[config.mk]
export PLATFORM = sky130hd
export DESIGN_NAME = instr_fetch
export DESIGN_NICKNAME = d
export VERILOG_FILES = /design/src/rtl/instr_fetch.sv
export SDC_FILE = /design/constraint.sdc
export NUM_CORES = 1
export LEC_CHECK = 0
export CAP_MARGIN = 20
export CORE_UTILIZATION = 41
export DETAILED_ROUTE_END_ITERATION = 16
export PLACE_DENSITY = 0.83
export SKIP_CTS_REPAIR_TIMING = 1
export SLEW_MARGIN = 20
export SYNTH_ARGS = -nofsm -noshare
export SYNTH_HDL_FRONTEND = slang
export SYNTH_SLANG_ARGS = --single-unit
export TNS_END_PERCENT = 20
[constraint.sdc]
create_clock -name clk -period 2.21 [get_ports clk]
set_input_delay 0.5525 -clock clk [delete_from_list [all_inputs] [get_ports clk]]
set_output_delay 0.5525 -clock clk [all_outputs]
set_load 0.005 [all_outputs]
[src/rtl/instr_fetch.sv]
// rtl/instr_fetch.sv - instruction fetch controller between program counter and decode
//
// Fetches the word at the current PC from instruction memory, latches it into the
// instruction register and offers it to decode with a valid/ack handshake. Drives the
// PC increment/load controls, including branch redirects, which take priority in every
// state.
//
// Optional feature: define FETCH_TIMEOUT_EN to abort a memory read that has not returned
// after TIMEOUT cycles in WAIT (sticky fetch_err, cleared by reset or br_req).
//
// Parameters:
//   AW       address width (PC width)
//   DW       instruction word width
//   TIMEOUT  WAIT cycles before abort (FETCH_TIMEOUT_EN only)
//
// Ports:
//   clk        in   clock, rising edge
//   re         in   asynchronous active-low reset
//   en         in   fetch enable
//   pc_addr    in   current PC value
//   pc_inc     out  one-cycle PC increment pulse
//   pc_l       out  one-cycle PC load pulse
//   pc_load    out  PC load value (branch target)
//   mem_addr   out  instruction memory address
//   mem_cs     out  memory chip select
//   mem_r      out  memory read strobe
//   mem_rdata  in   memory read data
//   mem_ready  in   read data valid this cycle
//   ir         out  instruction register
//   ir_valid   out  ir holds an unconsumed instruction
//   ir_ack     in   decode consumes ir
//   br_req     in   branch redirect request
//   br_target  in   branch target address
//   fetch_err  out  fetch timeout flag (constant 0 without FETCH_TIMEOUT_EN)

module instr_fetch #(
   parameter int AW      = 16,
   parameter int DW      = 16,
   parameter int TIMEOUT = 15
) (
   input  logic          clk,
   input  logic          re,
   input  logic          en,
   input  logic [AW-1:0] pc_addr,
   output logic          pc_inc,
   output logic          pc_l,
   output logic [AW-1:0] pc_load,
   output logic [AW-1:0] mem_addr,
   output logic          mem_cs,
   output logic          mem_r,
   input  logic [DW-1:0] mem_rdata,
   input  logic          mem_ready,
   output logic [DW-1:0] ir,
   output logic          ir_valid,
   input  logic          ir_ack,
   input  logic          br_req,
   input  logic [AW-1:0] br_target,
   output logic          fetch_err
);

   typedef enum logic [1:0] {
      IDLE = 2'd0,
      REQ  = 2'd1,
      WAIT = 2'd2,
      HOLD = 2'd3
   } state_t;

   state_t        state, state_nxt;
   logic [AW-1:0] mem_addr_nxt;
   logic [AW-1:0] pc_load_nxt;
   logic [DW-1:0] ir_nxt;
   logic          mem_cs_nxt;
   logic          mem_r_nxt;
   logic          pc_inc_nxt;
   logic          pc_l_nxt;
   logic          ir_valid_nxt;
   logic          fetch_err_nxt;

`ifdef FETCH_TIMEOUT_EN
   localparam int            CW      = $clog2(TIMEOUT + 1);
   localparam logic [CW-1:0] TO_LAST = CW'(TIMEOUT - 1);

   logic [CW-1:0] wait_cnt, wait_cnt_nxt;
`endif

   always_comb begin
      state_nxt     = state;
      mem_addr_nxt  = mem_addr;
      mem_cs_nxt    = mem_cs;
      mem_r_nxt     = mem_r;
      pc_inc_nxt    = 1'b0;
      pc_l_nxt      = 1'b0;
      pc_load_nxt   = pc_load;
      ir_nxt        = ir;
      ir_valid_nxt  = ir_valid;
      fetch_err_nxt = fetch_err;
`ifdef FETCH_TIMEOUT_EN
      wait_cnt_nxt  = wait_cnt;
`endif

      if (br_req) begin
         // Redirect drops whatever is in flight, including data returning this cycle.
         pc_l_nxt      = 1'b1;
         pc_load_nxt   = br_target;
         mem_cs_nxt    = 1'b0;
         mem_r_nxt     = 1'b0;
         ir_valid_nxt  = 1'b0;
         fetch_err_nxt = 1'b0;
         state_nxt     = en ? REQ : IDLE;
      end else begin
         case (state)
            IDLE: begin
               if (en && !fetch_err) begin
                  state_nxt = REQ;
               end
            end
            REQ: begin
               // Straight after a redirect the PC loads on this same edge, so
               // pc_addr is still stale; take the target from our own pc_load.
               mem_addr_nxt = pc_l ? pc_load : pc_addr;
               mem_cs_nxt   = 1'b1;
               mem_r_nxt    = 1'b1;
`ifdef FETCH_TIMEOUT_EN
               wait_cnt_nxt = '0;
`endif
               state_nxt    = WAIT;
            end
            WAIT: begin
               if (mem_ready) begin
                  ir_nxt       = mem_rdata;
                  ir_valid_nxt = 1'b1;
                  mem_cs_nxt   = 1'b0;
                  mem_r_nxt    = 1'b0;
                  pc_inc_nxt   = 1'b1;
                  state_nxt    = HOLD;
               end
`ifdef FETCH_TIMEOUT_EN
               else if (wait_cnt == TO_LAST) begin
                  mem_cs_nxt    = 1'b0;
                  mem_r_nxt     = 1'b0;
                  fetch_err_nxt = 1'b1;
                  state_nxt     = IDLE;
               end else begin
                  wait_cnt_nxt = wait_cnt + CW'(1);
               end
`endif
            end
            HOLD: begin
               if (ir_ack) begin
                  ir_valid_nxt = 1'b0;
                  state_nxt    = en ? REQ : IDLE;
               end
            end
            default: state_nxt = IDLE;
         endcase
      end
   end

   always_ff @(posedge clk or negedge re) begin
      if (!re) begin
         state     <= IDLE;
         mem_addr  <= '0;
         mem_cs    <= 1'b0;
         mem_r     <= 1'b0;
         pc_inc    <= 1'b0;
         pc_l      <= 1'b0;
         pc_load   <= '0;
         ir        <= '0;
         ir_valid  <= 1'b0;
         fetch_err <= 1'b0;
`ifdef FETCH_TIMEOUT_EN
         wait_cnt  <= '0;
`endif
      end else begin
         state     <= state_nxt;
         mem_addr  <= mem_addr_nxt;
         mem_cs    <= mem_cs_nxt;
         mem_r     <= mem_r_nxt;
         pc_inc    <= pc_inc_nxt;
         pc_l      <= pc_l_nxt;
         pc_load   <= pc_load_nxt;
         ir        <= ir_nxt;
         ir_valid  <= ir_valid_nxt;
         fetch_err <= fetch_err_nxt;
`ifdef FETCH_TIMEOUT_EN
         wait_cnt  <= wait_cnt_nxt;
`endif
      end
   end

endmodule

* Word-level counts from Yosys, hierarchy flattened *
Cells that the tools add are included.

word-level totals
  word-level logic and storage cells = 41
  input bits = 54
  register bits = 54
  output and inout port bits = 54

cells by class
  mux-type cells = 18
  equal/unequal tests = 6
  reductions and logical operators = 8
  bitwise operators = 1

operator list
  operator              number
  $mux W16              1
  $mux W1               10
  $ne A3 B3 Y1 const B  3
  $reduce_and A3 Y1     3
  $mux W2               4
  $pmux W2 S4           1
  $reduce_bool A3 Y1    2
  $eq A2 B2 Y1 const B  2
  $pmux W1 S2           2
  $reduce_and A2 Y1     2
  $eq A2 B1 Y1 const B  1
  $logic_not A2 Y1      1
  $not A1 Y1            1

* Logic depth before layout (Yosys ltp) *
  depth after elaboration = 4
  depth in mapped cells = 7
  mapped depth without buffers = 6

* Least setup slack after synthesis *
No wires, ideal clock.

  path kind = reg-to-reg
  from = reg state[0]
  to = reg ir[0]
  arrival = 1520 ps
  stages on the path, launching flop included = 8
  library setup time = 125 ps
  path buffers = 2
  required time = 2085 ps
  period minus slack after synthesis = 1645 ps
  setup slack = 565 ps
  cell sequence = dfrtp_1 > inv_1 > ha_1 > nand2_1 > or2_1 > buf_6 > buf_12 > mux2_4

on the way
  longest elaborated chain between the ends = 2

RTL lines
  what                         line  source
  start: declaration           68    state_t state, state_nxt;
  start signal: assignment     175   state <= state_nxt;
  $eq A2 B2 Y1                 111   case (state)
  $reduce_and A3 Y1 (no line)  -
  end signal: assignment       182   ir <= ir_nxt;
  end: declaration             53    output logic [DW-1:0] ir,

Every way passes these cells.
A chain may end at the register's enable or synchronous reset.

==> run_results.csv <==
group,metric,value,unit
synth,synthTopCellsByArea,"dfrtp_1 58%, mux2_2 11%, mux2i_1 7.3%",
critical_path,critPathArrivalTime,1.23,ns
routing,vias,1704,
synth,syn_nets,238,
sta,hold_violations,0,
synth,synth.distinct_cells,23,
die,dieWidth,77.65,um
die,initial_core_util,0.4260,
synth,synth-edff-count,0,
finish,instances_no_fill,358,
sta,skew,0.006264,ns
routing,drtAntennaViolNets,0,
worst_hold_path,hold_path_class,"input port to asynchronous set/reset pin",
global_route,grtUsageTotal,0.1739,
sta,report.final.slew_viol_count,0,
global_route,globalRoute.totalOverflow,0,
critical_path,crit_fanout,3,
clock_tree,cts_buffers,5,
routing,firstDrtPassIters,4,
clock_tree,path_clk_slew,0.09,ns
placed_design,port_buffers,106,
critical_path,critical-path-top-delay-family,"buffers and inverters",
synth,synth_area,0.002346,sq mm
synth,synth_commonest_cells,"54 x dfrtp_1, 23 x mux2_2, 19 x nand2_1",
clock_tree,tritoncts,"yes",
synth,synth_seq_cells,54,
critical_path,critical_path.slowest_cell,"clkdlybuf4s50_1",
routing,drc_errors,0,
sta,rsz0062_at_grt,"false",
critical_path,cp.depth,1,
power_and_ir_drop,leakage,1.621,nW
synth,avgSynthCellArea,13.11,sq um
die,die_y,77.65,um
routing,via_per_inst,4.760,
critical_path,worst-path-buf-inv,1,
synth,synth_cells,179,
clock_tree,clk_latency,0.30,ns
sta,tns,0,ns
critical_path,path_cells,"clkdlybuf4s50_1",
clock_tree,h-tree-depth,2,
finish,layout.nets,344,
synth,yosys.area.top_type,"dfrtp_1",
placed_design,globalplace.congestion,0.7174,
synth,yosysSeqAreaShare,0.5760,
flow_run,max-cap-violations,0,
critical_path,startpoint_type,"register",
placed_design,dp_hpwl,3756,um
die,ioPinCount,108,
die,die_area,0.006029,sq mm
synth,synth_ff_type,"dfrtp_1",
power_and_ir_drop,cellPowerDensity,1058,mW/mm^2
routing,wl_per_cell,13.92,um
status,status,"finished, final reports clean",
finish,drive_above_1_share,0.1608,
die,core-area,0.005507,sq mm
routing,drt_iter0_drc,83,
critical_path,ff2ff_path_depth,6,
placed_design,placedCellCount,350,
critical_path,cp-end-kind,"primary output",
critical_path,max_stage_delay,0.52,ns
sta,min_period,1.778,ns
synth,yosysMostFrequentCell,"dfrtp_1",
finish,seq_area,0.001351,sq mm
global_route,grt_antenna_before_repair,0,
global_route,grt_pass1_wl,8176,um
finish,fillerInstances,434,
global_route,grt_max_degree,36,
sta,fmax,0.5623,GHz
finish,multi_input_comb_area,892.1,sq um
clock_tree,cts_sinks,54,
critical_path,critPathKind,"register to primary output",
synth,synth-warning-count,0,
sta,setup_viol,0,
synth,synth_top_cell_area_share,0.5760,
sta,finalCritPeriodShare,0.8047,
critical_path,worstPathRequired,1.66,ns
synth,synthArstFlopShare,1.000,
die,rows,27,
clock_tree,clock-root-buffer,"clkbuf_8",
routing,wl,4983,um
finish,syn_to_final_growth,53.71,%
power_and_ir_drop,ir_worst_vdd,469.3,uV
finish,antenna_cells,0,
clock_tree,clockBufferDepth,2,
global_route,grt_pass1_vias,1690,
==> registers in the layout, indices dropped and copies added, names as in the netlist <==
signal / count
ir: 16
mem_addr: 16
pc_load: 16
state: 2
ir_valid: 1
mem_r: 1
pc_inc: 1
pc_l: 1
==> area by class of cell <==
class                   count  share of cell area
clock inverters             2             0.01666
well taps                  72             0.02498
repair buffers            111              0.3102
multi-input cells         110              0.2474
inverters                   3            0.003123
flip-flops and latches     54              0.3747
clock buffers               6             0.02290
==> report_power, final <==
group          leakage (nW)  switching (W)  internal, W
logic                 0.889       0.000498     0.000991
clock network        0.0714       0.000303     0.000483
registers             0.661       0.000207      0.00133
==> worst paths after layout <==
check                            startpoint           end  slack [ns]
worst max-delay path                  mem_r        mem_cs        0.43
worst min-delay path                     re  mem_addr[14]        0.20
worst max register to register     state[0]         ir[3]        0.52
worst min register to register  mem_addr[7]   mem_addr[7]        0.49
max in group asynchronous                re        ir[11]        1.47
min in group clk                mem_addr[7]   mem_addr[7]        0.49
==> metal layers <==
| metal | vias to the layer above | global-route usage | share of wire |
|---|---|---|---|
| met3 | 7 | 0.03647 | 0.059 |
| met1 | 824 | 0.2166 | 0.43 |
| met5 | - | 0 | 0 |
| met4 | 0 | 0.05660 | 0.013 |
| met2 | 56 | 0.3000 | 0.50 |
| li1 | 817 | - | - |
==> cell usage in the layout, fill, tap and decap left out <==
cell type | Yosys | routed
nand2_1 | 19 | 19
dfrtp_1 | 54 | 54
ha_1 | 5 | 5
or2b_1 | 1 | 1
nor2b_1 | 1 | 1
o32ai_1 | 1 | 1
buf_2 | 3 | 1
and3_1 | 1 | 1
clkdlybuf4s50_1 | 0 | 105
mux2_2 | 23 | 23
buf_12 | 1 | 2
nor2_1 | 6 | 6
mux2_4 | 9 | 9
inv_1 | 3 | 3
nand2b_1 | 3 | 3
bufinv_16 | 0 | 2
mux2i_1 | 17 | 17
or2_1 | 1 | 1
o2bb2ai_1 | 1 | 1
conb_1 | 1 | 1
a21oi_1 | 4 | 4
buf_4 | 3 | 3
clkbuf_8 | 0 | 6
o21ai_0 | 17 | 17
==> kinds of logic (layout without fill, tap and decap cells) <==
group	after synthesis	after routing	synth area share
other cells	1	1	0.001598
simple gates	32	32	0.05921
compound gates	23	23	0.05227
flops	54	54	0.5760
mux	49	49	0.2405
fa+ha+maj	5	5	0.02667
buf+inv	15	122	0.04373
==> metrics by stage <==
step	cell area, sq um	total power (W)	util	hold slack [ns]	setup WS (ns)
after floorplan	2346	0.002164	-	0.2569	0.5653
after global placement	3463	0.003011	0.6289	0.4618	0.2749
after detailed placement	3463	0.003071	0.6289	0.4705	0.2612
after CTS	3606	0.003862	0.6549	0.1942	0.4190
after global routing	3606	0.004056	0.6549	0.2271	0.3963
final	3606	0.003816	0.6549	0.1953	0.4315
No activity file was read; power rests on OpenSTA's default activity.
